File: config.mk
export PLATFORM = sky130hd
export DESIGN_NAME = wb_serial_bridge
export DESIGN_NICKNAME = d
export VERILOG_FILES = /design/src/rtl/wb_serial_bridge.sv
export SDC_FILE = /design/constraint.sdc
export NUM_CORES = 1
export LEC_CHECK = 0
export BUFFER_PORTS_ARGS = -buffer_cell sky130_fd_sc_hd__buf_4
export CORE_ASPECT_RATIO = 1.75
export CORE_MARGIN = 2
export CORE_UTILIZATION = 40
export CTS_CLUSTER_DIAMETER = 50
export DETAILED_ROUTE_END_ITERATION = 10
export PLACE_DENSITY_LB_ADDON = 0.15
export SYNTH_ARGS = -nofsm -noshare
export SYNTH_HDL_FRONTEND = slang
export SYNTH_SLANG_ARGS = --single-unit
File: constraint.sdc
create_clock -name clk -period 2.5 [get_ports clk]
set_clock_uncertainty 0.15 [all_clocks]
set_input_delay 0.5 -clock clk [delete_from_list [all_inputs] [get_ports clk]]
set_output_delay 0.5 -clock clk [all_outputs]
set_load 0.01 [all_outputs]
File: src/rtl/wb_serial_bridge.sv
// Wishbone slave to byte-stream bridge: each access becomes an op/addr/count[/data]
// frame on axis_o; reads complete on the first byte returned on axis_i or on timeout.
module wb_serial_bridge #(
  parameter int BYTES          = 1,
  parameter int ADDR_BITS      = 8,
  parameter int SEL_WIDTH      = 1,
  parameter int TIMEOUT_CYCLES = 1023
) (
  input  logic                 clk,
  input  logic                 areset,
  input  logic [ADDR_BITS-1:0] s_wb_addr,
  input  logic [BYTES*8-1:0]   s_wb_dat_m2s,
  output logic [BYTES*8-1:0]   s_wb_dat_s2m,
  input  logic                 s_wb_we,
  input  logic [SEL_WIDTH-1:0] s_wb_sel,
  input  logic                 s_wb_stb,
  input  logic                 s_wb_cyc,
  output logic                 s_wb_ack,
  output logic                 s_wb_stall,
  output logic                 s_wb_err,
  input  logic                 axis_o_tready,
  output logic                 axis_o_tvalid,
  output logic                 axis_o_tlast,
  output logic [BYTES*8-1:0]   axis_o_tdata,
  output logic                 axis_i_tready,
  input  logic                 axis_i_tvalid,
  input  logic                 axis_i_tlast,
  input  logic [BYTES*8-1:0]   axis_i_tdata
);

  localparam int DW = BYTES * 8;
  localparam int TW = (TIMEOUT_CYCLES > 1) ? $clog2(TIMEOUT_CYCLES) : 1;
  localparam logic [TW-1:0] TMAX = TW'((TIMEOUT_CYCLES > 0) ? TIMEOUT_CYCLES - 1 : 0);
  localparam logic [DW-1:0] COUNT_ONE = DW'(1);

  typedef enum logic [2:0] {
    IDLE,
    SEND_OP,
    SEND_ADDR,
    SEND_COUNT,
    SEND_DATA,
    WAIT_RESP,
    ACK,
    ERR
  } state_t;

  state_t                 state_q, state_d;
  logic [ADDR_BITS-1:0]   addr_q;
  logic [DW-1:0]          data_q;
  logic                   we_q;
  logic                   lost_q;
  logic [TW-1:0]          timer_q;
  logic [DW-1:0]          rdata_q;
  logic                   accept;
  logic                   timeout_hit;

  logic unused_ok;
  assign unused_ok = ^{s_wb_sel, axis_i_tlast};

  assign accept      = (state_q == IDLE) && s_wb_cyc && s_wb_stb;
  assign timeout_hit = (TIMEOUT_CYCLES != 0) && (timer_q == TMAX);

  always_ff @(posedge clk or posedge areset) begin
    if (areset) begin
      state_q <= IDLE;
    end else begin
      state_q <= state_d;
    end
  end

  always_comb begin
    state_d = state_q;
    case (state_q)
      IDLE:       if (accept)        state_d = SEND_OP;
      SEND_OP:    if (axis_o_tready) state_d = SEND_ADDR;
      SEND_ADDR:  if (axis_o_tready) state_d = SEND_COUNT;
      SEND_COUNT: if (axis_o_tready) state_d = we_q ? SEND_DATA : WAIT_RESP;
      SEND_DATA:  if (axis_o_tready) state_d = ACK;
      // A response arriving on the timeout cycle takes priority over the error.
      WAIT_RESP: begin
        if (axis_i_tvalid)    state_d = ACK;
        else if (timeout_hit) state_d = ERR;
      end
      ACK:        state_d = IDLE;
      ERR:        state_d = IDLE;
      default:    state_d = IDLE;
    endcase
  end

  // lost_q remembers a dropped cyc so a re-raised cyc cannot collect a stale ack.
  always_ff @(posedge clk or posedge areset) begin
    if (areset) begin
      addr_q  <= '0;
      data_q  <= '0;
      we_q    <= 1'b0;
      lost_q  <= 1'b0;
      timer_q <= '0;
      rdata_q <= '0;
    end else begin
      if (accept) begin
        addr_q <= s_wb_addr;
        data_q <= s_wb_dat_m2s;
        we_q   <= s_wb_we;
        lost_q <= 1'b0;
      end else if ((state_q != IDLE) && !s_wb_cyc) begin
        lost_q <= 1'b1;
      end

      if (state_q == WAIT_RESP) begin
        timer_q <= timer_q + TW'(1);
      end else begin
        timer_q <= '0;
      end

      if ((state_q == WAIT_RESP) && axis_i_tvalid) begin
        rdata_q <= axis_i_tdata;
      end
    end
  end

  always_comb begin
    s_wb_stall    = 1'b1;
    s_wb_ack      = 1'b0;
    s_wb_err      = 1'b0;
    axis_o_tvalid = 1'b0;
    axis_o_tlast  = 1'b0;
    axis_o_tdata  = '0;
    case (state_q)
      IDLE: s_wb_stall = 1'b0;
      SEND_OP: begin
        axis_o_tvalid = 1'b1;
        axis_o_tdata  = DW'(we_q);
      end
      SEND_ADDR: begin
        axis_o_tvalid = 1'b1;
        axis_o_tdata  = DW'(addr_q);
      end
      SEND_COUNT: begin
        axis_o_tvalid = 1'b1;
        axis_o_tdata  = COUNT_ONE;
        axis_o_tlast  = !we_q;
      end
      SEND_DATA: begin
        axis_o_tvalid = 1'b1;
        axis_o_tdata  = data_q;
        axis_o_tlast  = 1'b1;
      end
      ACK:     s_wb_ack = s_wb_cyc && !lost_q;
      ERR:     s_wb_err = s_wb_cyc && !lost_q;
      default: ;
    endcase
  end

  assign axis_i_tready = 1'b1;
  assign s_wb_dat_s2m  = rdata_q;

endmodule

=== Word level (Yosys, flattened, before mapping) ===
Index checks and enable logic that the tools add are counted.
Widths: inputs -> output; s select.

* RAM bits: 0
* Register bits after elaboration: 39
* Memories kept: 0
* Bits of input ports: 33
* Bits in latches: 0
* Memory bits (read-only): 0

* Div/mod/pow operators: 0
* Shift-type cells: 0
* Add/subtract/negate cells: 1
* Bitwise gates (word level): 0
* $lt $le $gt $ge: 0
* Equal/unequal tests: 14
* Multiply operators: 0
* Reduce and logical (&&, ||, !) cells: 14
* Mux-type cells: 18

{| class="wikitable"
|+ Operator list
! cell !! number
|-
| $pmux 8 s4 || 1
|-
| $mux 3 || 7
|-
| $pmux 3 s7 || 1
|-
| $eq 3x3->1 const B || 4
|-
| $add 10x1->10 const B || 1
|-
| $eq 10x10->1 const B || 1
|-
| $mux 10 || 1
|-
| $ne 2x2->1 const B || 5
|-
| $mux 1 || 7
|-
| $eq 3x2->1 const B || 2
|-
| $reduce_and 6->1 || 1
|-
| $logic_and 1x1->1 || 5
|-
| $reduce_or 4->1 || 1
|-
| $eq 3x1->1 const B || 1
|-
| $logic_not 1->1 || 3
|-
| $logic_not 3->1 || 1
|-
| $ne 3x3->1 const B || 1
|-
| $reduce_bool 3->1 || 1
|-
| $pmux 1 s2 || 1
|-
| $reduce_bool 2->1 || 1
|-
| $reduce_or 2->1 || 1
|}

=== Depth between registers and ports, before layout ===
Gate-level depths: netlist of run 1.

* Word-level depth: 5
* Gate-level depth with buffers: 6
* Mapped depth without buffers: 5

=== Worst setup path after synthesis of run 1 ===
OpenSTA, ideal clock, no wires.

* Kind: reg-to-output
* Start: reg state_q[2]
* End: out s_wb_err
* Cell stages (with the launch flop): 4
* Slack: 693 ps
* Data arrival time: 1157 ps
* Buffers on the path: 1
* Cell sequence: dfrtp_1 > clkbuf_1 > nand3_1 > nor3b_1

* Longest elaborated chain between the ends: 2

{| class="wikitable"
|+ RTL lines
! what !! RTL line !! source
|-
| from (decl) || 47 || <nowiki>state_t state_q, state_d;</nowiki>
|-
| from (signal assigned) || 67 || <nowiki>state_q <= state_d;</nowiki>
|-
| $eq 3x3->1 || 128 || <nowiki>case (state_q)</nowiki>
|-
| $mux 1 || 128 ||
|-
| to (decl) || 20 || <nowiki>output logic s_wb_err,</nowiki>
|}

No other way between the ends.

=== Final worst setup path of run 1 ===
* Start: reg state_q[2]
* End: out axis_o_tdata[2]

* Longest elaborated chain between the ends: 2
* Elaborated cells between the ends (all ways): 5
* Classes of those cells: 4 x eq/ne; 1 x mux

{| class="wikitable"
|+ RTL lines
! what !! RTL line !! source
|-
| $eq 3x3->1 (tied with other cells) || 128 ||
|-
| $pmux 8 s4 * || 128 ||
|-
| to (decl) || 24 || <nowiki>output logic [BYTES*8-1:0] axis_o_tdata,</nowiki>
|}

Every way passes the cells marked *; elsewhere a longest branch is shown, timed or not.

==> impl_metrics.yaml, run 1 <==
yosys:
  synth_common_cells: "dfrtp_1, nor2_1, mux2_2, mux2_4"
  ys_seq_area_frac: 0.519
  netlist_instances: 163
  syn_area_per_cell_sq_um: 11.5
  synth_ff_type: "dfrtp_1"
  yosys.area.top_type_share: 0.519
  synth.most_common_cell: "dfrtp_1"
  synth_area_sq_um: 1880
  yosysWarnings: 0
  netlist_top_cells_area: "dfrtp_1, mux2_2, mux2_4, nor2_1, a22oi_1"
  synth_seq_cells: 39
  syn_nets: 198
  yosysUniqueCellTypes: 37
  synth-edff-count: 0
  async_flop_share: 1.00
  yosys.area.top_type: "dfrtp_1"
power_and_ir_drop:
  combPwrFrac: 0.413
  ir_drop_mv: 0.567
  pwr_density_cell_nw_per_um2: 1080
  total_power_mw: 2.59
  seq_power_share: 0.409
  power.internal_mw: 1.73
  switchingPower_mw: 0.861
  power_frac_clock: 0.178
  sw_frac_of_total: 0.332
  p_leak_nw: 1.11
timing:
  hold_viol_final: 0
  setup_tns_ns: 0
  setup_viol: 0
  drv_slew: 0
  min_period_over_period: 0.943
  fmax_mhz: 424
  min_period_ns: 2.36
  hold_ws_ns: 0.169
  grt_setup_unrepaired: "false"
  fin_ws_ns: 0.143
grt:
  grt_util_all_layers: 0.149
  grt_pass1_wl_mm: 6.10
  antenna_found_initial: 0
  grt_overflow_total: 0
  grt_max_degree: 40
  grt_pass1_vias: 1354
floorplanning:
  initial_core_util: 0.407
  die_height_um: 94.7
  die_x_um: 55.8
  coreArea_sq_um: 4620
  boundaryPins: 55
  num_rows: 33
  dieArea_sq_um: 5290
cts:
  cts_sinks: 39
  cts_buffers: 5
  post_cts_buffers: 0
  hold_buffers: 0
  cts_root_buffer: "clkbuf_8"
  h-tree-depth: 2
  worstSkewPairLatency_ns: 0.29
  cts_tree: "yes"
  cts_resized: 0
  clockBufferDepth: 2
  clkTransAtPathRegs_ns: 0.08
setup_path:
  crit_path_end_kind: "output pin"
  crit_fanout: 15
  worstPathArrival_ns: 1.71
  path_class: "reg -> out"
  critPathLaunchType: "flop"
  critPathRequiredTime_ns: 1.85
placed_design:
  gp_congestion: 0.787
  port_buffers: 51
  dp_hpwl_mm: 2.90
  dp_slack_ns: 0.461
layout:
  area_delta_synth_final_pct: 27.5
  fin_nets: 251
  diodes: 0
  layout-drive-gt1-share: 0.424
routing:
  drt_iter0_markers: 26
  ant_nets: 0
  vias: 1377
  wl_per_cell_um: 14.5
  drt-total-wl_mm: 3.90
  route.detailed.drc: 0
  routed_via_density: 5.12
  drt_pass1_iterations: 4
outcome:
  status: "finished clean"
job:
  cap_violations: 0
worst_hold_path:
  hold_class: "in -> async"
-- final cells by class --
type / count / area [sq um]
clock inverter: 1 / 7.51
tap: 52 / 65.1
sequential: 39 / 976
fill: 442 / 2230
inverter: 5 / 18.8
timing repair buffer: 55 / 413
multi-input combinational: 110 / 822
clock buffer: 7 / 96.3
-- power by group through the flow --
stage,combinational (mW),clock [mW],sequential (mW)
finish,1.07,0.463,1.06
global route,1.16,0.502,1.09
CTS,1.09,0.478,1.06
detailed placement,1.08,0,1.07
global placement,1.05,0,1.05
floorplan,0.733,0,1.01
-- worst paths after layout --
path / cells after the start / slack (ns) / from / endpoint
worst max-delay path: 4 / 0.14 / state_q[2] / axis_o_tdata[2]
min in group clk: 2 / 0.29 / axis_i_tdata[2] / s_wb_dat_s2m[2]
worst max register to register: 3 / 0.52 / state_q[2] / data_q[2]
max in group asynchronous: 3 / 1.66 / areset / lost_q
worst min register to register: 1 / 0.36 / timer_q[0] / timer_q[0]
worst min-delay path: 3 / 0.17 / areset / s_wb_dat_s2m[4]
-- routing by layer --
metal	up-vias	routed length, um	GRT usage
li1	666	-	-
met1	671	1510	0.164
met2	36	2150	0.265
met3	4	178	0.0411
met4	0	52	0.0675
met5	-	0	0
-- cell usage in the layout, fill, tap and decap left out, drive strengths merged, types with 2 or more instances in the layout --
master	netlist	layout
buf	6	55
dfrtp	39	39
nor2	25	25
mux2	25	25
nand2	7	7
a22oi	7	7
clkbuf	3	7
a21oi	6	6
xnor2	6	6
nand3	6	6
inv	5	5
nor3	5	5
o21ai	3	3
nand4	2	2
xor2	2	2
ha	2	2
or3	2	2
-- critical path, cell delays in order (launching register included) --
cell,delay (ns)
dfrtp_1,0.61
and2b_1,0.42
a22oi_1,0.15
nor2_1,0.11
buf_4,0.13
-- through the flow --
stage,instance area (sq um),utilization,instances
floorplan,1880,-,163
global placement,2290,0.496,261
detailed placement,2290,0.496,261
CTS,2400,0.519,269
global route,2400,0.519,269
finish,2400,0.519,269
-- state kept, by name (all words and copies together) (netlist names) --
register,flops
state_q,3
s_wb_dat_s2m,8
we_q,1
timer_q,10
addr_q,8
lost_q,1
data_q,8
-- cell families after synthesis --
logic type / after synthesis / share of synthesized area
AOI/OAI and AO/OA: 22 / 0.0778
xor gates and xnor gates: 8 / 0.0373
adders and majority gates: 2 / 0.0133
buffers and inverters: 14 / 0.0439
DFF: 39 / 0.519
muxes: 25 / 0.168
other: 1 / 0.00199
and+or+nand+nor: 52 / 0.139
(Power assumes the default switching activity.)
==> inputs of run 2 (changes only) <==
--- a/config.mk
+++ b/config.mk
@@ -5,12 +5,14 @@
 export SDC_FILE = /design/constraint.sdc
 export NUM_CORES = 1
 export LEC_CHECK = 0
+export ABC_AREA = 1
 export BUFFER_PORTS_ARGS = -buffer_cell sky130_fd_sc_hd__buf_4
 export CORE_ASPECT_RATIO = 1.75
 export CORE_MARGIN = 2
 export CORE_UTILIZATION = 40
 export CTS_CLUSTER_DIAMETER = 50
 export DETAILED_ROUTE_END_ITERATION = 10
+export GPL_ROUTABILITY_DRIVEN = 0
 export PLACE_DENSITY_LB_ADDON = 0.15
 export SYNTH_ARGS = -nofsm -noshare
 export SYNTH_HDL_FRONTEND = slang
==> constraint.sdc (replaced) <==
create_clock -name clk -period 2.9 [get_ports clk]
set_clock_uncertainty 0.15 [all_clocks]
set_input_delay 0.58 -clock clk [delete_from_list [all_inputs] [get_ports clk]]
set_output_delay 0.58 -clock clk [all_outputs]
set_load 0.01 [all_outputs]
==> impl_metrics.yaml, run 2 <==
outcome:
  status: "finished clean"
floorplanning:
  die_height_um: 95.5
  die_x_um: 56.3
  dieArea_sq_um: 5380
  coreArea_sq_um: 4670
  num_rows: 33
  initial_core_util: 0.411
  boundaryPins: 55
layout:
  final_cell_mix: "nand2_1, buf_4, dfrtp_1"
  stdcell_count: 322
  multi_input_area_sq_um: 781
  layout-drive-gt1-share: 0.274
  fillers: 469
  seq_area_sq_um: 976
  post-route-util: 0.520
  area_delta_synth_final_pct: 26.6
  fin_nets: 304
  top_register: "timer_q"
  largest_register_ff_count: 10
  final_common_cell: "nand2_1"
  diodes: 0
grt:
  grt_util_all_layers: 0.172
  grt_max_degree: 40
  grt_pass1_vias: 1614
  antenna_found_initial: 0
  grt_pass1_wl_mm: 7.02
  grt_overflow_total: 0
cts:
  worstSkewPairLatency_ns: 0.29
  cts_tree: "yes"
  cts_buffers: 5
  cts_sinks: 39
  post_cts_buffers: 0
  cts_root_buffer: "clkbuf_8"
  hold_buffers: 0
  clkTransAtPathRegs_ns: 0.08
  cts_resized: 0
  clockBufferDepth: 2
  h-tree-depth: 2
routing:
  vias: 1574
  wl_per_cell_um: 12.6
  routed_via_density: 4.89
  drt_iter0_markers: 39
  ant_nets: 0
  route.detailed.drc: 0
  drt_pass1_iterations: 4
  drt-total-wl_mm: 4.04
yosys:
  synth-edff-count: 0
  synth_seq_cells: 39
  yosys.area.top_type: "dfrtp_1"
  synth_area_sq_um: 1920
  syn_nets: 249
  yosysWarnings: 0
  synth_common_cells: "nand2_1, dfrtp_1, inv_1, o21ai_0, nor2_1"
  synth.most_common_cell: "nand2_1"
  yosysUniqueCellTypes: 27
  netlist_instances: 214
  yosys.area.top_type_share: 0.509
  netlist_top_cells_area: "dfrtp_1, nand2_1, mux2_4, inv_1, o21ai_0"
  ys_seq_area_frac: 0.509
  synth_ff_type: "dfrtp_1"
  async_flop_share: 1.00
  syn_area_per_cell_sq_um: 8.95
setup_path:
  worstPathArrival_ns: 1.71
  critPathLaunchType: "flop"
  reg2reg_from: "state_q[0]"
  ff2ff_setup_slack_ns: 1.23
  critical-path-top-delay-family: "buffers and inverters"
  critPathRequiredTime_ns: 2.17
  slowest_delay_ns: 0.38
  r2r-end: "addr_q[6]"
  crit_top_cell: "inv_1"
  crit_path_end_kind: "output pin"
  cp_cell_sequence: "inv_1, nand3_1, inv_1, nand2_1, o211ai_1, buf_4"
  rr_worst_depth: 4
  cp_slowest_cell: "dfrtp_1"
  path_class: "reg -> out"
  cp_num_cells: 6
  worst-path-buf-inv: 3
  crit_fanout: 7
timing:
  setup_viol: 0
  setup_tns_ns: 0
  worst_pin_slew_ns: 0.502
  grt_setup_unrepaired: "false"
  min_period_over_period: 0.840
  fmax_mhz: 410
  relSlewSlack: 0.665
  min_period_ns: 2.44
  hold_viol_final: 0
  fin_ws_ns: 0.463
  drv_slew: 0
power_and_ir_drop:
  ir_drop_mv: 0.463
  p_leak_nw: 1.27
  pwr_density_cell_nw_per_um2: 861
placed_design:
  port_buffers: 51
  dp_hpwl_mm: 3.03
  place_inst: 314
  dp_slack_ns: 0.753
worst_hold_path:
  hold_class: "in -> async"
job:
  cap_violations: 0
[run 2: cell count changes after synthesis, moves of 4 or more]
cell / delta
nor2_1: -7
inv_1: +26
mux2_2: -16
o21ai_0: +16
xnor2_1: -6
nand3_1: +4
o22ai_1: +4
nand2_1: +47
a22oi_1: -7
[run 2: cell families (layout without fill, tap and decap cells)]
logic type	count (synthesis)	in the layout	synth area share
AO/OA/AOI/OAI	34	34	0.0986
adder cells (fa/ha/maj)	2	2	0.0131
buffers and inverters	37	93	0.0829
flip-flops	39	39	0.509
multiplexers	8	8	0.0627
other	1	1	0.00196
AND/OR/NAND/NOR	93	93	0.231
[run 2: worst register-to-register path: cells and delay by family, from the launching register on]
family / cells / cell delay (ns)
buffers and inverters: 1 / 0.35
DFF: 1 / 0.51
and+or+nand+nor: 2 / 0.38
AOI/OAI and AO/OA: 1 / 0.15
[run 2: area by class of cell]
| type | instances | area share |
|---|---|---|
| clock buffer | 6 | 0.0299 |
| multi-input combinational | 138 | 0.322 |
| clock inverter | 2 | 0.00516 |
| inverter | 32 | 0.0495 |
| sequential | 39 | 0.402 |
| timing repair buffer | 53 | 0.164 |
| tap | 52 | 0.0268 |
[run 2: power breakdown]
group          switching, mW  internal (mW)
clock network          0.187          0.168
logic                  0.474          0.413
registers              0.111          0.734
[run 2: through the flow]
| step | hold WS, ns | cell area [sq um] | power (mW) |
|---|---|---|---|
| finish | 0.254 | 2420 | 2.09 |
| global route | 0.320 | 2420 | 2.27 |
| detailed placement | 0.316 | 2340 | 1.75 |
| floorplan | 0.299 | 1920 | 1.41 |
| CTS | 0.266 | 2420 | 2.12 |
| global placement | 0.314 | 2340 | 1.74 |
[run 2: worst max path at each step]
stage	start	end
finish	state_q[1]	axis_o_tdata[0]
global route	state_q[1]	axis_o_tdata[0]
CTS	state_q[1]	axis_o_tdata[0]
detailed placement	state_q[1]	axis_o_tdata[0]
global placement	state_q[0]	axis_o_tdata[0]
floorplan	state_q[1]	axis_o_tdata[1]
[run 2: layer usage]
layer  wire length [um]  track usage
met4                115        0.107
met3                145       0.0339
met1               1620        0.192
met2               2170        0.298
met5                  0            0
==> inputs of run 3 (changes only) <==
--- a/config.mk
+++ b/config.mk
@@ -5,7 +5,7 @@
 export SDC_FILE = /design/constraint.sdc
 export NUM_CORES = 1
 export LEC_CHECK = 0
-export ABC_AREA = 1
+export ABC_AREA = 0
 export BUFFER_PORTS_ARGS = -buffer_cell sky130_fd_sc_hd__buf_4
 export CORE_ASPECT_RATIO = 1.75
 export CORE_MARGIN = 2
==> constraint.sdc (replaced) <==
create_clock -name clk -period 2.4 [get_ports clk]
set_clock_uncertainty 0.15 [all_clocks]
set_input_delay 0.48 -clock clk [delete_from_list [all_inputs] [get_ports clk]]
set_output_delay 0.48 -clock clk [all_outputs]
set_load 0.01 [all_outputs]
==> impl_metrics.yaml, run 3 (synthesized netlist as in run 1, its figures left out) <==
power_and_ir_drop:
  p_leak_nw: 1.12
  power.internal_mw: 1.86
  combPwrFrac: 0.425
  seq_power_share: 0.383
  power_frac_clock: 0.192
  sw_frac_of_total: 0.329
  total_power_mw: 2.77
  ir_drop_mv: 0.659
  switchingPower_mw: 0.910
  pwr_density_cell_nw_per_um2: 1150
floorplanning:
  boundaryPins: 55
  die_x_um: 55.8
  num_rows: 33
  die_height_um: 94.7
  dieArea_sq_um: 5290
  initial_core_util: 0.407
  coreArea_sq_um: 4620
grt:
  grt_overflow_total: 0
  grt_pass1_vias: 1429
  antenna_found_initial: 0
  grt_max_degree: 40
  grt_pass1_wl_mm: 6.34
  grt_util_all_layers: 0.156
layout:
  top_register: "timer_q"
  final_common_cell: "buf_4"
  final_cell_mix: "buf_4, dfrtp_1, nor2_1"
  fin_nets: 252
  area_delta_synth_final_pct: 28.1
  layout-drive-gt1-share: 0.424
  largest_register_ff_count: 10
  diodes: 0
  fillers: 424
setup_path:
  cp_slowest_cell: "dfrtp_1"
  critPathLaunchType: "flop"
  ff2ff_setup_slack_ns: 0.47
  crit_path_end_kind: "output pin"
  worstPathArrival_ns: 1.61
  critical-path-top-delay-family: "simple AND/OR/NAND/NOR gates"
  critPathRequiredTime_ns: 1.77
  rr_worst_depth: 3
  crit_fanout: 10
  slowest_delay_ns: 0.48
  worst-path-buf-inv: 1
  r2r-end: "we_q"
  reg2reg_from: "state_q[1]"
  path_class: "reg -> out"
  cp_cell_sequence: "and2b_1, a22oi_1, nor2_1, buf_4"
timing:
  hold_ws_ns: 0.153
  setup_viol: 0
  hold_viol_final: 0
  grt_setup_unrepaired: "false"
  min_period_ns: 2.24
  drv_slew: 0
  setup_tns_ns: 0
  fin_ws_ns: 0.158
  min_period_over_period: 0.934
  fmax_mhz: 446
cts:
  clockBufferDepth: 2
  cts_resized: 0
  cts_tree: "yes"
  clkTransAtPathRegs_ns: 0.07
  post_cts_buffers: 0
  cts_root_buffer: "clkbuf_8"
  cts_sinks: 39
  h-tree-depth: 2
  hold_buffers: 0
  worstSkewPairLatency_ns: 0.29
  cts_buffers: 5
routing:
  drt_pass1_iterations: 4
  drt_iter0_markers: 47
  drt-total-wl_mm: 3.97
  routed_via_density: 5.19
  vias: 1397
  wl_per_cell_um: 14.8
  ant_nets: 0
  route.detailed.drc: 0
job:
  cap_violations: 0
placed_design:
  dp_hpwl_mm: 2.91
  port_buffers: 51
  dp_slack_ns: 0.469
worst_hold_path:
  hold_class: "in -> async"
outcome:
  status: "finished clean"
==> run 3: final cells by class <==
cell class | instances | area (sq um) | share of cell area
flip-flops and latches | 39 | 976 | 0.405
well taps | 52 | 65.1 | 0.0270
multi-input cells | 110 | 822 | 0.341
clock inverters | 2 | 37.5 | 0.0156
repair buffers | 56 | 420 | 0.175
inverters | 5 | 18.8 | 0.00779
clock buffers | 5 | 68.8 | 0.0286
==> run 3: power groups by stage <==
stage | logic [mW] | clock network (mW) | registers [mW]
final | 1.18 | 0.530 | 1.06
after global routing | 1.28 | 0.578 | 1.09
after CTS | 1.19 | 0.550 | 1.06
after detailed placement | 1.19 | 0 | 1.08
after global placement | 1.15 | 0 | 1.05
after floorplan | 0.764 | 0 | 1.06
==> run 3: routing by layer <==
layer,vias to the layer above,share of wire,wire (um),global-route usage
met1,675,0.39,1540,0.167
met5,-,0,0,0
met4,0,0.027,107,0.0774
li1,669,-,-,-
met3,11,0.041,163,0.0356
met2,42,0.54,2160,0.285
==> run 3: worst max path at each step <==
| stage | start | end | slack, ns | cells after the start |
|---|---|---|---|---|
| after floorplan | state_q[1] | addr_q[0] | 0.59 | 5 |
| after global placement | state_q[1] | axis_o_tdata[7] | 0.48 | 4 |
| after detailed placement | state_q[1] | axis_o_tdata[2] | 0.47 | 4 |
| after CTS | state_q[1] | axis_o_tdata[2] | 0.13 | 4 |
| after global routing | state_q[1] | axis_o_tdata[3] | 0.05 | 4 |
| final | state_q[1] | axis_o_tdata[2] | 0.16 | 4 |
==> run 3: stage by stage <==
| stage | cells | utilization | instance area (sq um) |
|---|---|---|---|
| detailed placement | 262 | 0.498 | 2300 |
| floorplan | 163 | - | 1880 |
| global route | 269 | 0.521 | 2410 |
| finish | 269 | 0.521 | 2410 |
| CTS | 269 | 0.521 | 2410 |
| global placement | 262 | 0.498 | 2300 |
==> run 3: worst reg2reg max path, cell delays in order (launching register included) <==
cell and delay, ns:
dfrtp_1 0.48, or3_4 0.45, nor2_8 0.35, mux2_2 0.39
